<file path="config.mk">
export PLATFORM = sky130hd
export DESIGN_NAME = uart_rx_multi_sampler
export DESIGN_NICKNAME = d
export VERILOG_FILES = /design/src/rtl/uart_rx_multi_sampler.sv
export SDC_FILE = /design/constraint.sdc
export NUM_CORES = 1
export LEC_CHECK = 0
export ABC_AREA = 1
export ABC_CLOCK_PERIOD_IN_PS = 4900
export BUFFER_PORTS_ARGS = -buffer_cell sky130_fd_sc_hd__buf_2
export CORE_ASPECT_RATIO = 1.25
export CORE_MARGIN = 1
export CORE_UTILIZATION = 55
export DETAILED_ROUTE_END_ITERATION = 7
export PLACE_DENSITY = 0.86
export SKIP_CTS_REPAIR_TIMING = 1
export SYNTH_ARGS = -nofsm -noshare
export SYNTH_HDL_FRONTEND = slang
export SYNTH_SLANG_ARGS = --single-unit
</file>
<file path="constraint.sdc">
create_clock -name CLK -period 4.9 [get_ports CLK]
set_clock_uncertainty 0.05 [all_clocks]
set_input_delay 0.98 -clock CLK [delete_from_list [all_inputs] [get_ports CLK]]
set_output_delay 0.98 -clock CLK [all_outputs]
set_load 0.01 [all_outputs]
</file>
<file path="src/rtl/uart_rx_multi_sampler.sv">
// ---------------------------------------------------------------------------
// uart_rx_multi_sampler
//
// Oversampling bit recovery for the UART receive path. The raw RX line is
// optionally synchronised, then sampled on an odd-sized window of edges
// centred on mid-bit. The bit is resolved by majority vote. A window whose
// samples do not all agree is reported as noise.
//
// Ports
//   CLK           system clock, rising edge
//   RST           asynchronous reset, active low
//   RX_IN         raw serial line (idle 1)
//   Sample_En     sampling enable from the Rx FSM
//   Prescale      edges per bit
//   Edge_Cnt      edge index inside the current bit (0..Prescale-1)
//   Num_Samples   requested vote window size
//   Sampled_Bit   majority result of the last completed window
//   Sample_Valid  one-cycle strobe marking a new Sampled_Bit/Noise_Err
//   Noise_Err     last completed window was not unanimous
//
// Output handshake: there is no back-pressure. Sample_Valid is high for
// exactly one cycle per completed window. Sampled_Bit and Noise_Err are
// meaningful in that cycle, and they hold until the next strobe.
// ---------------------------------------------------------------------------
module uart_rx_multi_sampler #(
  parameter int PRESCALE_WIDTH = 6,
  parameter int MAX_SAMPLES    = 7,
  parameter int SYNC_STAGES    = 2,
  parameter int NS_WIDTH       = $clog2(MAX_SAMPLES + 1)
) (
  input  logic                      CLK,
  input  logic                      RST,
  input  logic                      RX_IN,
  input  logic                      Sample_En,
  input  logic [PRESCALE_WIDTH-1:0] Prescale,
  input  logic [PRESCALE_WIDTH-1:0] Edge_Cnt,
  input  logic [NS_WIDTH-1:0]       Num_Samples,
  output logic                      Sampled_Bit,
  output logic                      Sample_Valid,
  output logic                      Noise_Err
);

  localparam int CW = (NS_WIDTH > PRESCALE_WIDTH) ? NS_WIDTH : PRESCALE_WIDTH;
  localparam logic [NS_WIDTH-1:0] MAX_NS = NS_WIDTH'(MAX_SAMPLES);

  // -------------------------------------------------------------------------
  // Input synchronizer
  // -------------------------------------------------------------------------
  logic rx_s;

  generate
    if (SYNC_STAGES == 0) begin : g_no_sync
      assign rx_s = RX_IN;
    end else begin : g_sync
      logic [SYNC_STAGES-1:0] sync_q;
      logic [SYNC_STAGES-1:0] sync_d;

      always_comb begin
        sync_d    = sync_q << 1;
        sync_d[0] = RX_IN;
      end

      // Flops reset to the idle level so that reset is not seen as a start bit.
      always_ff @(posedge CLK or negedge RST) begin
        if (!RST) sync_q <= '1;
        else      sync_q <= sync_d;
      end

      assign rx_s = sync_q[SYNC_STAGES-1];
    end
  endgenerate

  // -------------------------------------------------------------------------
  // Window geometry from the live configuration inputs
  // -------------------------------------------------------------------------
  logic [NS_WIDTH-1:0]       n_clamp;
  logic [CW-1:0]             half_req;
  logic [CW-1:0]             heff_cw;
  logic [PRESCALE_WIDTH-1:0] mid_new;
  logic [PRESCALE_WIDTH-1:0] upper_new;
  logic [PRESCALE_WIDTH-1:0] heff_new;

  always_comb begin
    n_clamp = Num_Samples;
    if (Num_Samples == '0)        n_clamp = NS_WIDTH'(1);
    else if (Num_Samples > MAX_NS) n_clamp = MAX_NS;
    // Even sizes round down so the window stays symmetric around mid-bit.
    if (!n_clamp[0]) n_clamp = n_clamp - NS_WIDTH'(1);

    half_req = CW'(n_clamp >> 1);
    mid_new  = Prescale >> 1;
    // Room to the right of mid-bit. Prescale of 0 is guarded so it cannot
    // underflow.
    upper_new = (Prescale == '0) ? '0 : (Prescale - PRESCALE_WIDTH'(1) - mid_new);

    heff_cw = half_req;
    if (CW'(mid_new) < heff_cw)   heff_cw = CW'(mid_new);
    if (CW'(upper_new) < heff_cw) heff_cw = CW'(upper_new);
    heff_new = PRESCALE_WIDTH'(heff_cw);
  end

  // -------------------------------------------------------------------------
  // Latched configuration. It is reloaded between bits (Sample_En low or
  // Edge_Cnt at 0), so a mid-bit change cannot reshape a running window.
  // In a reload cycle the fresh values are used directly. This lets a
  // window that begins at Edge_Cnt 0 use the new geometry.
  // -------------------------------------------------------------------------
  logic [PRESCALE_WIDTH-1:0] mid_q,  mid_d;
  logic [PRESCALE_WIDTH-1:0] heff_q, heff_d;
  logic                      cfg_load;
  logic [PRESCALE_WIDTH-1:0] win_lo;
  logic [PRESCALE_WIDTH-1:0] win_hi;

  assign cfg_load = !Sample_En || (Edge_Cnt == '0);
  assign mid_d    = cfg_load ? mid_new  : mid_q;
  assign heff_d   = cfg_load ? heff_new : heff_q;
  assign win_lo   = mid_d - heff_d;
  assign win_hi   = mid_d + heff_d;

  // -------------------------------------------------------------------------
  // Vote counters and outputs
  // -------------------------------------------------------------------------
  logic [NS_WIDTH-1:0] ones_q,    ones_d;
  logic [NS_WIDTH-1:0] samples_q, samples_d;
  logic                bit_q,     bit_d;
  logic                valid_q,   valid_d;
  logic                noise_q,   noise_d;

  logic                edge_zero;
  logic                in_win;
  logic                last_edge;
  logic [NS_WIDTH-1:0] ones_base;
  logic [NS_WIDTH-1:0] samples_base;
  logic [NS_WIDTH-1:0] heff_ns;
  logic [NS_WIDTH:0]   ones_total;
  logic [NS_WIDTH:0]   n_eff;

  always_comb begin
    edge_zero = (Edge_Cnt == '0);
    in_win    = (Edge_Cnt >= win_lo) && (Edge_Cnt <= win_hi);
    last_edge = (Edge_Cnt == win_hi);
    // Edge 0 begins a new bit. Anything still accumulated there is a
    // leftover partial window and must not contribute.
    ones_base    = edge_zero ? '0 : ones_q;
    samples_base = edge_zero ? '0 : samples_q;
    heff_ns      = NS_WIDTH'(heff_d);
    n_eff        = {heff_ns, 1'b1};
    ones_total   = {1'b0, ones_base} + (NS_WIDTH + 1)'(rx_s);

    ones_d    = ones_q;
    samples_d = samples_q;
    bit_d     = bit_q;
    noise_d   = noise_q;
    valid_d   = 1'b0;

    if (!Sample_En) begin
      ones_d    = '0;
      samples_d = '0;
    end else if (last_edge) begin
      // The last edge counts itself. Its vote wins over the edge-0 clear,
      // which gives the single-sample case when Prescale < 2.
      bit_d     = (ones_total > {1'b0, heff_ns});
      noise_d   = (ones_total != '0) && (ones_total != n_eff);
      valid_d   = 1'b1;
      ones_d    = '0;
      samples_d = '0;
    end else if (in_win) begin
      ones_d    = ones_base;
      samples_d = samples_base;
      // A held Edge_Cnt keeps counting. The sample counter saturates, which
      // keeps both counters from wrapping (ones never exceed samples).
      if (samples_base != '1) begin
        ones_d    = ones_base + NS_WIDTH'(rx_s);
        samples_d = samples_base + NS_WIDTH'(1);
      end
    end else if (edge_zero) begin
      ones_d    = '0;
      samples_d = '0;
    end
  end

  always_ff @(posedge CLK or negedge RST) begin
    if (!RST) begin
      mid_q     <= '0;
      heff_q    <= '0;
      ones_q    <= '0;
      samples_q <= '0;
      bit_q     <= 1'b1;
      valid_q   <= 1'b0;
      noise_q   <= 1'b0;
    end else begin
      mid_q     <= mid_d;
      heff_q    <= heff_d;
      ones_q    <= ones_d;
      samples_q <= samples_d;
      bit_q     <= bit_d;
      valid_q   <= valid_d;
      noise_q   <= noise_d;
    end
  end

  assign Sampled_Bit  = bit_q;
  assign Sample_Valid = valid_q;
  assign Noise_Err    = noise_q;

endmodule

</file>
==> Word level (Yosys, flattened, before mapping) <==
Index checks and enable logic that the tools add are counted.
{ "totals": {"register_bits": 23, "input_bits": 19, "out_inout_bits": 3, "wordCells": 54} }
{ "classes": {"n_lt_le_gt_ge": 6, "muxes": 20, "addsub": 8, "n_reduce_logical": 9, "n_eq_ne": 3} }
{ "ops": {"columns": ["operator", "n"], "rows": [
  ["$mux W3", 13],
  ["$mux W6", 4],
  ["$logic_not A6 Y1", 2],
  ["$add A6 B6 Y6", 1],
  ["$eq A6 B6 Y1", 1],
  ["$ge A6 B6 Y1", 1],
  ["$le A6 B6 Y1", 1],
  ["$lt A6 B6 Y1", 1],
  ["$sub A6 B1 Y6 const B", 1],
  ["$sub A6 B5 Y6", 1],
  ["$sub A6 B6 Y6", 1],
  ["$lt A5 B2 Y1", 1],
  ["$mux W5", 1],
  ["$add A3 B1 Y4", 1],
  ["$gt A4 B3 Y1", 1],
  ["$ne A4 B4 Y1", 1],
  ["$reduce_bool A4 Y1", 1],
  ["$add A3 B1 Y3", 1],
  ["$add A3 B1 Y3 const B", 1],
  ["$gt A3 B3 Y1 const B", 1],
  ["$logic_not A3 Y1", 1],
  ["$ne A3 B3 Y1 const B", 1],
  ["$sub A3 B1 Y3 const B", 1],
  ["$logic_and A1 B1 Y1", 2],
  ["4 further kinds", 5]
]} }

==> Logic depth before layout (Yosys ltp) <==
Gate-level depths: netlist of the first run.
{ "depth": {"word_depth": 16, "mapped_depth": 39} }

==> Worst setup path after synthesis of the first run <==
No wires, ideal clock.
{ "synth_path": {"kind": "input -> register", "startpoint": "input Prescale[1]", "endpoint": "register ones_q[0]", "required_time_ps": 4723, "path_buffers": 0, "arrival_ps": 5295, "slack_ps": -572, "setup_time_ps": 127, "stages": 33, "cell_sequence": "inv_1 ha_1 inv_1 fa_1 o21ai_0 a21oi_1 nand2_1 nand2_1 nor2_1 ha_1 a21oi_1 nand3_1 inv_2 nand2_4 nand2_2 nand3_2 nand2_2 inv_1 ha_1 inv_1 o21ai_0 a21oi_1 nor2_1 nor2_1 xor2_1 ha_1 a21oi_1 o221ai_1 a22o_1 inv_1 nand2_1 o21ai_0 a21oi_1"} }
{ "synth_between": {"elab_chain_cells": 12, "elab_cells_between_ends": 19} }
{ "synth_lines": {"columns": ["element", "line_no", "source"], "rows": [
  ["from (decl)", "35", "input logic [PRESCALE_WIDTH-1:0] Prescale,"],
  ["$sub A6 B1 Y6", "94", "upper_new = (Prescale == '0) ? '0 : (Prescale - PRESCALE_WIDTH'(1) - mid_new);"],
  ["$sub A6 B5 Y6", "94", null],
  ["$mux W6", "94", null],
  ["$lt A6 B6 Y1", "98", "if (CW'(upper_new) < heff_cw) heff_cw = CW'(upper_new);"],
  ["$mux W6 *", "98", null],
  ["$mux W6 *", "116", "assign heff_d = cfg_load ? heff_new : heff_q;"],
  ["named net heff_d[2]", "109", "logic [PRESCALE_WIDTH-1:0] heff_q, heff_d;"],
  ["$sub A6 B6 Y6 or $add A6 B6 Y6 (tied branches)", "117, 118", null],
  ["$ge A6 B6 Y1 or $le A6 B6 Y1 (tied branches)", "140", "in_win = (Edge_Cnt >= win_lo) && (Edge_Cnt <= win_hi);"],
  ["$logic_and A1 B1 Y1", "140", null],
  ["$mux W3", "167", "end else if (in_win) begin"],
  ["$mux W3 *", "159", "end else if (last_edge) begin"],
  ["$mux W3 *", "156", "if (!Sample_En) begin"],
  ["named net ones_d[0]", "123", "logic [NS_WIDTH-1:0] ones_q, ones_d;"],
  ["to (signal assigned)", "194", "ones_q <= ones_d;"],
  ["to (decl)", "123", null]
]} }
The timed path passes the listed nets; every way through them passes the cells marked *.
A chain may end at the register's enable or synchronous reset.

==> Worst setup path after layout of the first run <==
{ "layout_path": {"startpoint": "input Prescale[1]", "endpoint": "register ones_q[1]"} }
Same word-level chain as after synthesis.

==> results.md, run 1 <==
- Mean post-synth cell area: 7.467 µm²
- Worst VDD drop: between 0.0003 and 0.0004 V
- CTS buffer count: 3
- Slowest cell on the critical path: fa_1
- Final hold violations: 0
- Failing checks: negative setup slack
- CP endpoint kind: flop
- Post-Place Cells: 444
- Final Critical Period: approximately 5.4 ns
- PortBufs: 21
- Commonest non-fill, non-tap cells in the layout: buf_4, nand2_1, inv_1
- Syn Nets: 379
- Detailed-route via count: 2,418
- Root buf cell: clkbuf_8
- Synthesized area: about 0.0024 mm²
- Wirelength per Cell: roughly 15 µm
- Nets: between 400 and 500
- Commonest non-fill, non-tap cell in the layout: buf_4
- Starting Density: 0.5739
- Pin count of the biggest net entering global routing: 24
- Fin crit share: 1.098
- Critical path's largest stage delay: between 0.4 and 0.5 ns
- Pre-CTS setup slack: -0.7377 ns
- Req. time, crit path: 5.04 ns
- Rel. slew slack: 0.5818
- MaxCap Viol Count: 0
- Pins Over Slew Limit: 0
- WHS: 0.3114 ns
- Layout cells sized above 1: 0.4527
- Die width: slightly above 60 µm
- Drc violations: 0
- Drt initial violations: between 100 and 150
- Final setup vio count: 8
- Area grow syn2layout: 46.12%
- Overall power: 1073 µW
- Register area share after synthesis: 0.2463
- Netlist cell types: 30
- WS Path Type: primary input to flop
- CTS clk-pin slew, worst paths: 0.09 ns
- CP Max Fanout: 6
- Vias in the first global route: 2,274
- Hpwl dp: between 4 and 5 mm
- I/O pin cnt: 22
- PwrDens: ~310 mW/mm²
- Core Footprint: 0.004099 mm²
- Routed WL: 7.040 mm
- Skew-Pair Late Insertion Delay: roughly 0.27 ns
- RSZ-0062 raised after global routing: true
- Die footprint: 0.004544 mm²
- Fmax: 185.9 MHz
- Die Y: between 70 and 80 µm
- CP Data Arrival Time: ~5.5 ns
- Vias per cell: approximately 5.3
- Row cnt: 26
- Routability cong.: just over 0.8
- ANT nets after route: 0
- CTS H-tree lvls: 1
- CTS Sinks: 23
- Leakage: ~0.0018 µW
- DRT Pass-1 Iters: 4
- Worst slew pin tran: 0.6208 ns
- Synthesized instance count: ~320
- Total gr overflow: 0
- Outcome: finished with violations
- Synth Register Bits: 23
- Crit start category: primary input
- First-pass GRT wire length: 8.859 mm
- Max Root-Sink Buffers: 2
- Synthesis warning total: 0
- Setup ws final: -0.4783 ns
- Util after Layout: 0.8385
- Initial antenna violation count: 0
- Finished Layout Cells: between 400 and 500
- # diodes: 0
- Total track usage: 0.2563
- Hold Path Class: flop to flop
- CTS tree: done
[synth_stat cells]
library cell | instances | area (µm²)
nand4_1 | 3 | 18.77
a211oi_1 | 1 | 7.510
xnor2_1 | 5 | 43.79
o21ai_0 | 17 | 85.08
ha_1 | 42 | 525.5
nor2_1 | 27 | 101.4
dfstp_2 | 3 | 78.83
buf_2 | 1 | 5.000
o21a_1 | 4 | 30.03
a22o_1 | 1 | 8.760
o221ai_1 | 1 | 8.760
a31oi_1 | 2 | 12.51
nand2_2 | 11 | 68.82
nor2_2 | 2 | 12.51
dfrtp_1 | 20 | 500.5
a21boi_0 | 1 | 7.510
and2_1 | 1 | 6.260
fa_1 | 3 | 60.06
nand3_2 | 5 | 50.05
or2_2 | 4 | 25.02
inv_2 | 5 | 18.77
nor4_1 | 1 | 6.260
o21ai_1 | 2 | 10.01
nand2_4 | 2 | 22.52
nor3_1 | 1 | 5.000
xor2_1 | 5 | 43.79
nand3_1 | 16 | 80.08
a21oi_1 | 20 | 100.1
nand2_1 | 53 | 198.9
inv_1 | 56 | 210.2
[state kept, by name, indices dropped and copies added (netlist names)]
| signal | count |
|---|---|
| Sampled_Bit | 1 |
| Noise_Err | 1 |
| heff_q | 6 |
| g_sync.sync_q | 2 |
| ones_q | 3 |
| samples_q | 3 |
| mid_q | 6 |
| Sample_Valid | 1 |
[through the flow]
stage,TNS [ns],area (µm²)
2_1_floorplan,-0.8688,2489
3_3_place_gp,-4.123,3057
3_5_place_dp,-5.715,3057
4_1_cts,-3.462,3103
5_1_grt,-4.562,3437
6_report,-2.635,3437
[power by group]
group / internal (µW) / total [µW] / switching (µW) / leakage [µW]
clock network: 56.8 / 121 / 64.5 / 0.0000255
registers: 229 / 243 / 14.7 / 0.000288
logic: 314 / 708 / 394 / 0.00148
total: 600 / 1070 / 473 / 0.00180
[final cells by class]
type / instances / area (µm²)
multi-input combinational: 231 / 1909
fill: 236 / 661.9
timing repair buffer: 83 / 589.3
sequential: 23 / 579.3
inverter: 61 / 242.7
tap: 56 / 70.07
clock buffer: 3 / 41.29
clock inverter: 1 / 5.005
[kinds of logic (layout without fill, tap and decap cells)]
logic type,Yosys count,count (layout),synth area share
xor gates and xnor gates,10,10,0.03723
DFF,23,23,0.2463
buffers and inverters,62,148,0.09947
and+or+nand+nor,126,127,0.2532
AOI/OAI and AO/OA,49,49,0.1149
adders and majority gates,45,45,0.2489
[routing by layer]
metal,GRT usage,up-vias,routed length (µm)
li1,-,1184,-
met1,0.2522,1127,2379
met2,0.5336,85,4170
met3,0.02577,22,262
met4,0.08586,0,228
met5,0,-,0
[critical path, delay by kind of cell]
| kind | cells | cell delay, ns |
|---|---|---|
| AO/OA/AOI/OAI | 11 | 1.53 |
| adder cells (fa/ha/maj) | 6 | 1.57 |
| buffers and inverters | 6 | 0.54 |
| AND/OR/NAND/NOR | 9 | 0.86 |
[path summary, 6_finish.rpt]
path,slack (ns),startpoint,cells past startpoint,to
max,-0.48,Prescale[1],32,ones_q[1]
min,0.31,g_sync.sync_q[0],0,g_sync.sync_q[1]
max reg2reg,1.48,mid_q[0],17,ones_q[1]
min reg2reg,0.31,g_sync.sync_q[0],0,g_sync.sync_q[1]
max in group asynchronous,3.81,RST,1,g_sync.sync_q[1]
min in group asynchronous,0.63,RST,1,Noise_Err
Power figures use the tool's default switching activity.
==> inputs of run 2 (changes only) <==
- BUFFER_PORTS_ARGS: -buffer_cell sky130_fd_sc_hd__buf_2 -> -buffer_cell sky130_fd_sc_hd__buf_4
==> results.md, run 2 (synthesis results as in run 1) <==
- Post-Place Cells: 444 (unchanged)
- Worst VDD drop: 0.0002959 V (was 0.0003658 V)
- Final setup vio count: 9 (was 8)
- Nets: 464 (was 467)
- Pre-CTS setup slack: -0.7340 ns (was -0.7377 ns)
- MaxCap Viol Count: 0 (unchanged)
- RSZ-0062 raised after global routing: true (unchanged)
- Area grow syn2layout: 43.62% (was 46.12%)
- Routed WL: 7.200 mm (was 7.040 mm)
- Critical path's largest stage delay: 0.37 ns (was 0.44 ns)
- FF/Latch Area: 579.3 µm² (unchanged)
- Final Critical Period: 5.478 ns (was 5.378 ns)
- I/O pin cnt: 22 (unchanged)
- Filler Cells Inserted: 248 (was 236)
- Commonest non-fill, non-tap cell in the layout: buf_4 (unchanged)
- Routability cong.: 0.8265 (was 0.8258)
- Die width: 60.50 µm (unchanged)
- Core Footprint: 0.004099 mm² (unchanged)
- PortBufs: 21 (unchanged)
- CTS H-tree lvls: 1 (unchanged)
- First-pass GRT wire length: 9.535 mm (was 8.859 mm)
- Finished Layout Cells: 455 (was 458)
- Root buf cell: clkbuf_8 (unchanged)
- Detailed-route via count: 2,434 (was 2,418)
- Multi-input logic area: 0.001831 mm² (was 0.001909 mm²)
- Outcome: finished with violations (unchanged)
- Initial antenna violation count: 0 (unchanged)
- Die footprint: 0.004544 mm² (unchanged)
- Total track usage: 0.2799 (was 0.2563)
- CP endpoint kind: flop (unchanged)
- CP dominant cell by count: inv_2
- CP Data Arrival Time: 5.59 ns (was 5.52 ns)
- Layout cells sized above 1: 0.4236 (was 0.4527)
- Drt initial violations: 99 (was 114)
- Worst slew pin tran: 0.6531 ns (was 0.6208 ns)
- Hold Path Class: flop to flop (unchanged)
- Final hold violations: 0 (unchanged)
- CTS Sinks: 23 (unchanged)
- CTS tree: done (unchanged)
- Vias per cell: 5.349 (was 5.279)
- Drc violations: 0 (unchanged)
- Wirelength per Cell: 15.82 µm (was 15.37 µm)
- PwrDens: 316.8 mW/mm² (was 312.2 mW/mm²)
- Overall power: 1070 µW (was 1073 µW)
- Fin crit share: 1.118 (was 1.098)
- Crit start category: primary input (unchanged)
- Rel. slew slack: 0.5600 (was 0.5818)
- # diodes: 0 (unchanged)
- ANT nets after route: 0 (unchanged)
- Skew-Pair Late Insertion Delay: 0.27 ns (about the same)
- DRT Pass-1 Iters: 4 (unchanged)
- Commonest non-fill, non-tap cells in the layout: buf_4, inv_1, nand2_1 (was buf_4, nand2_1, inv_1)
- CTS clk-pin slew, worst paths: 0.09 ns (about the same)
- Vias in the first global route: 2,353 (was 2,274)
- Req. time, crit path: 5.01 ns (was 5.04 ns)
- Leakage: 0.001764 µW (was 0.001796 µW)
- WS Path Type: primary input to flop (unchanged)
- Slowest cell on the critical path: ha_1 (was fa_1)
- CP Max Fanout: 6 (unchanged)
- Pins Over Slew Limit: 0 (unchanged)
- Starting Density: 0.5739 (unchanged)
- Total gr overflow: 0 (unchanged)
- CTS buffer count: 3 (unchanged)
- Hpwl dp: 4.856 mm (was 4.492 mm)
- Biggest regs: heff_q x6, mid_q x6 (unchanged)
- Row cnt: 26 (unchanged)
- Pin count of the biggest net entering global routing: 24 (unchanged)
- Die Y: 75.12 µm (unchanged)
- Setup ws final: -0.5780 ns (was -0.4783 ns)
- Max Root-Sink Buffers: 2 (unchanged)
- Fmax: 182.5 MHz (was 185.9 MHz)
- Failing checks: negative setup slack (unchanged)
==> run 2: cell count changes in the layout (fill, tap and decap cells not counted), sizes merged <==
cell  change
buf       -3
==> run 2: critical path: cells and delay by family <==
family,cells,cell delay (ns)
adder cells (fa/ha/maj),5,1.38
buffers and inverters,7,0.57
AO/OA/AOI/OAI,8,1.01
AND/OR/NAND/NOR,14,1.49
XOR/XNOR,1,0.17
==> run 2: power breakdown <==
group,leakage (µW),internal (µW),total [µW],switching (µW)
Clock,0.0000255,56.9,122,64.7
Combinational,0.00145,313,707,394
Sequential,0.000288,229,242,13.0
==> run 2: metal layers <==
layer | up-vias | wire length, µm | GRT usage
li1 | 1181 | - | -
met1 | 1160 | 2698 | 0.2591
met2 | 62 | 3977 | 0.5617
met3 | 31 | 181 | 0.03608
met4 | 0 | 343 | 0.1641
met5 | - | 0 | 0
==> run 2: layout make-up <==
type,count,share of cell area
repair buffers,80,0.1811
flip-flops and latches,23,0.1715
clock inverters,1,0.001481
well taps,56,0.02074
clock buffers,3,0.01222
multi-input cells,231,0.5419
inverters,61,0.07111
==> run 2: path summary, 6_finish.rpt <==
check | start | end | slack (ns) | cells past startpoint
max | Prescale[1] | ones_q[2] | -0.58 | 35
min | g_sync.sync_q[0] | g_sync.sync_q[1] | 0.32 | 0
max reg2reg | mid_q[0] | ones_q[2] | 1.34 | 18
min reg2reg | g_sync.sync_q[0] | g_sync.sync_q[1] | 0.32 | 0
max in group asynchronous | RST | g_sync.sync_q[0] | 3.98 | 1
min in group asynchronous | RST | heff_q[2] | 0.53 | 1
==> run 2: through the flow <==
step | cell area [µm²] | util | hold slack [ns] | TNS, ns
6_report | 3378 | 0.8242 | 0.3236 | -3.614
5_1_grt | 3378 | 0.8242 | 0.3264 | -5.993
4_1_cts | 3156 | 0.7698 | 0.3122 | -3.376
3_5_place_dp | 3109 | 0.7585 | 0.2995 | -5.810
3_3_place_gp | 3109 | 0.7585 | 0.2960 | -4.123
2_1_floorplan | 2489 | - | 0.2952 | -0.8688
==> inputs of run 3 (changes only) <==
- ABC_CLOCK_PERIOD_IN_PS: 4900 -> 4500
- CORE_UTILIZATION: 55 -> 54
- CTS_BUF_LIST: unset -> sky130_fd_sc_hd__clkbuf_8 sky130_fd_sc_hd__clkbuf_16
- PLACE_DENSITY: 0.86 -> 0.88
- SKIP_LAST_GASP: unset -> 1
- clock period: 4.9 -> 4.5 ns (I/O delays scaled with it)
==> results.md, run 3 (synthesis results as in run 1) <==
- Final hold violations: 0 (unchanged)
- Final Critical Period: approximately 5.4 ns
- CP Max Fanout: 7 (was 6)
- Detailed-route via count: 2,669 (was 2,434)
- Core Footprint: 0.004131 mm² (was 0.004099 mm²)
- Req. time, crit path: 4.64 ns (was 5.01 ns)
- Die footprint: 0.004625 mm² (was 0.004544 mm²)
- Final Cell Area: 0.003463 mm² (was 0.003378 mm²)
- CTS H-tree lvls: 1 (unchanged)
- CTS buffer count: 3 (unchanged)
- Filler Cells Inserted: 217 (was 248)
- ANT nets after route: 0 (unchanged)
- Slowest cell on the critical path: fa_1 (was ha_1)
- Total track usage: 0.2979 (was 0.2799)
- Area grow syn2layout: 47.23% (was 43.62%)
- WHS: 0.3145 ns (was 0.3236 ns)
- Drt initial violations: 206 (was 99)
- WS Path Type: primary input to flop (unchanged)
- Multi-input logic area: 0.001894 mm² (was 0.001831 mm²)
- CTS tree: done (unchanged)
- DRT Pass-1 Iters: 8 (was 4)
- Skew-Pair Late Insertion Delay: 0.28 ns (was 0.27 ns)
- Commonest non-fill, non-tap cell in the layout: buf_4 (unchanged)
- CTS Sinks: 23 (unchanged)
- Crit start category: primary input (unchanged)
- MaxCap Viol Count: 0 (unchanged)
- PortBufs: 21 (unchanged)
- Layout cells sized above 1: 0.4478 (was 0.4236)
- I/O pin cnt: 22 (unchanged)
- Routed WL: 8.526 mm (was 7.200 mm)
- Hold Path Class: flop to flop (unchanged)
- Util after Layout: 0.8383 (was 0.8242)
- Vias per cell: 5.828 (was 5.349)
- Commonest non-fill, non-tap cells in the layout: buf_4, nand2_1, inv_1 (was buf_4, inv_1, nand2_1)
- Vias in the first global route: 2,384 (was 2,353)
- Worst VDD drop: 0.0003317 V (was 0.0002959 V)
- Row cnt: 26 (unchanged)
- PwrDens: 362.0 mW/mm² (was 316.8 mW/mm²)
- Root buf cell: clkbuf_8 (unchanged)
- Outcome: finished with violations (unchanged)
- Fmax: 185.1 MHz
- CP Data Arrival Time: 5.54 ns (was 5.59 ns)
- Fin crit share: 1.201
- Wirelength per Cell: 18.62 µm (was 15.82 µm)
- Worst slew pin tran: 0.6861 ns (was 0.6531 ns)
- Hold path depth: 0 (unchanged)
- Routability cong.: 0.9385 (was 0.8265)
- Setup ws final: -0.9024 ns (was -0.5780 ns)
- Pin count of the biggest net entering global routing: 24 (unchanged)
- Rel. slew slack: 0.5378 (was 0.5600)
- CP endpoint kind: flop (unchanged)
- Biggest regs: heff_q x6, mid_q x6 (unchanged)
- Nets: 467 (was 464)
- Reg2Reg Depth: 17 (was 18)
- CP dominant cell by count: inv_2 (unchanged)
- Drc violations: 0 (unchanged)
- Leakage: 0.001796 µW (was 0.001764 µW)
- RSZ-0062 raised after global routing: true (unchanged)
- First-pass GRT wire length: 10.09 mm (was 9.535 mm)
- FF/Latch Area: 579.3 µm² (unchanged)
- Final setup vio count: 9 (unchanged)
- Hpwl dp: 4.866 mm (was 4.856 mm)
- Die width: 61.03 µm (was 60.50 µm)
- # diodes: 0 (unchanged)
- Die Y: 75.79 µm (was 75.12 µm)
- CTS clk-pin slew, worst paths: 0.09 ns (about the same)
- Critical path's largest stage delay: 0.48 ns (was 0.37 ns)
- Failing checks: negative setup slack (unchanged)
- Starting Density: 0.5694 (was 0.5739)
- Pins Over Slew Limit: 0 (unchanged)
- Initial antenna violation count: 0 (unchanged)
- Post-DP Area: 0.003119 mm² (was 0.003109 mm²)
- Max Root-Sink Buffers: 2 (unchanged)
- Total gr overflow: 0 (unchanged)
==> run 3: cell types whose count changed in the layout (fill, tap and decap cells not counted), moves of 2 or more <==
cell / before / now
buf_4: 78 / 81
inv_1: 47 / 44
a21oi_2: 9 / 7
nor2_1: 21 / 19
inv_2: 10 / 12
nand3_4: 0 / 2
ha_1: 31 / 33
nand3_1: 15 / 12
==> run 3: metal layers <==
| layer | up-vias | GRT usage | share of wire |
|---|---|---|---|
| met5 | - | 0 | 0 |
| met4 | 0 | 0.1591 | 0.072 |
| met3 | 72 | 0.04075 | 0.060 |
| met2 | 164 | 0.5543 | 0.51 |
| met1 | 1244 | 0.3181 | 0.35 |
| li1 | 1189 | - | - |
==> run 3: final timing paths <==
| check | start | end | slack, ns |
|---|---|---|---|
| min reg2reg | g_sync.sync_q[0] | g_sync.sync_q[1] | 0.31 |
| min | g_sync.sync_q[0] | g_sync.sync_q[1] | 0.31 |
| max in group asynchronous | RST | g_sync.sync_q[0] | 3.66 |
| min in group asynchronous | RST | Sample_Valid | 0.45 |
| max reg2reg | mid_q[0] | ones_q[0] | 1.05 |
| max | Prescale[2] | ones_q[2] | -0.90 |
==> run 3: power by group <==
part	switching (µW)	internal [µW]	total, µW
clock network	75.3	62.2	137
registers	18.3	249	267
logic	486	363	849
total	579	674	1250
==> run 3: through the flow <==
step,power (µW),setup WS (ns),instances,TNS (ns)
after floorplan,692.3,-0.5214,315,-3.316
after global placement,876.3,-0.8834,445,-7.212
after detailed placement,921.0,-1.038,445,-8.461
after CTS,1074,-0.8474,449,-6.650
after global routing,1314,-1.078,458,-8.683
final,1254,-0.9024,458,-6.719
==> run 3: area by class of cell <==
| cell class | instances | area share |
|---|---|---|
| multi-input cells | 231 | 0.5470 |
| repair buffers | 83 | 0.1821 |
| well taps | 56 | 0.02023 |
| inverters | 61 | 0.07009 |
| clock buffers | 3 | 0.01192 |
| clock inverters | 1 | 0.001445 |
| flip-flops and latches | 23 | 0.1673 |
==> run 3: worst max-delay path, delay by kind of cell <==
kind / cells / cell delay (ns)
buf+inv: 7 / 0.63
simple gates: 13 / 1.18
compound gates: 8 / 1.32
fa+ha+maj: 5 / 1.48
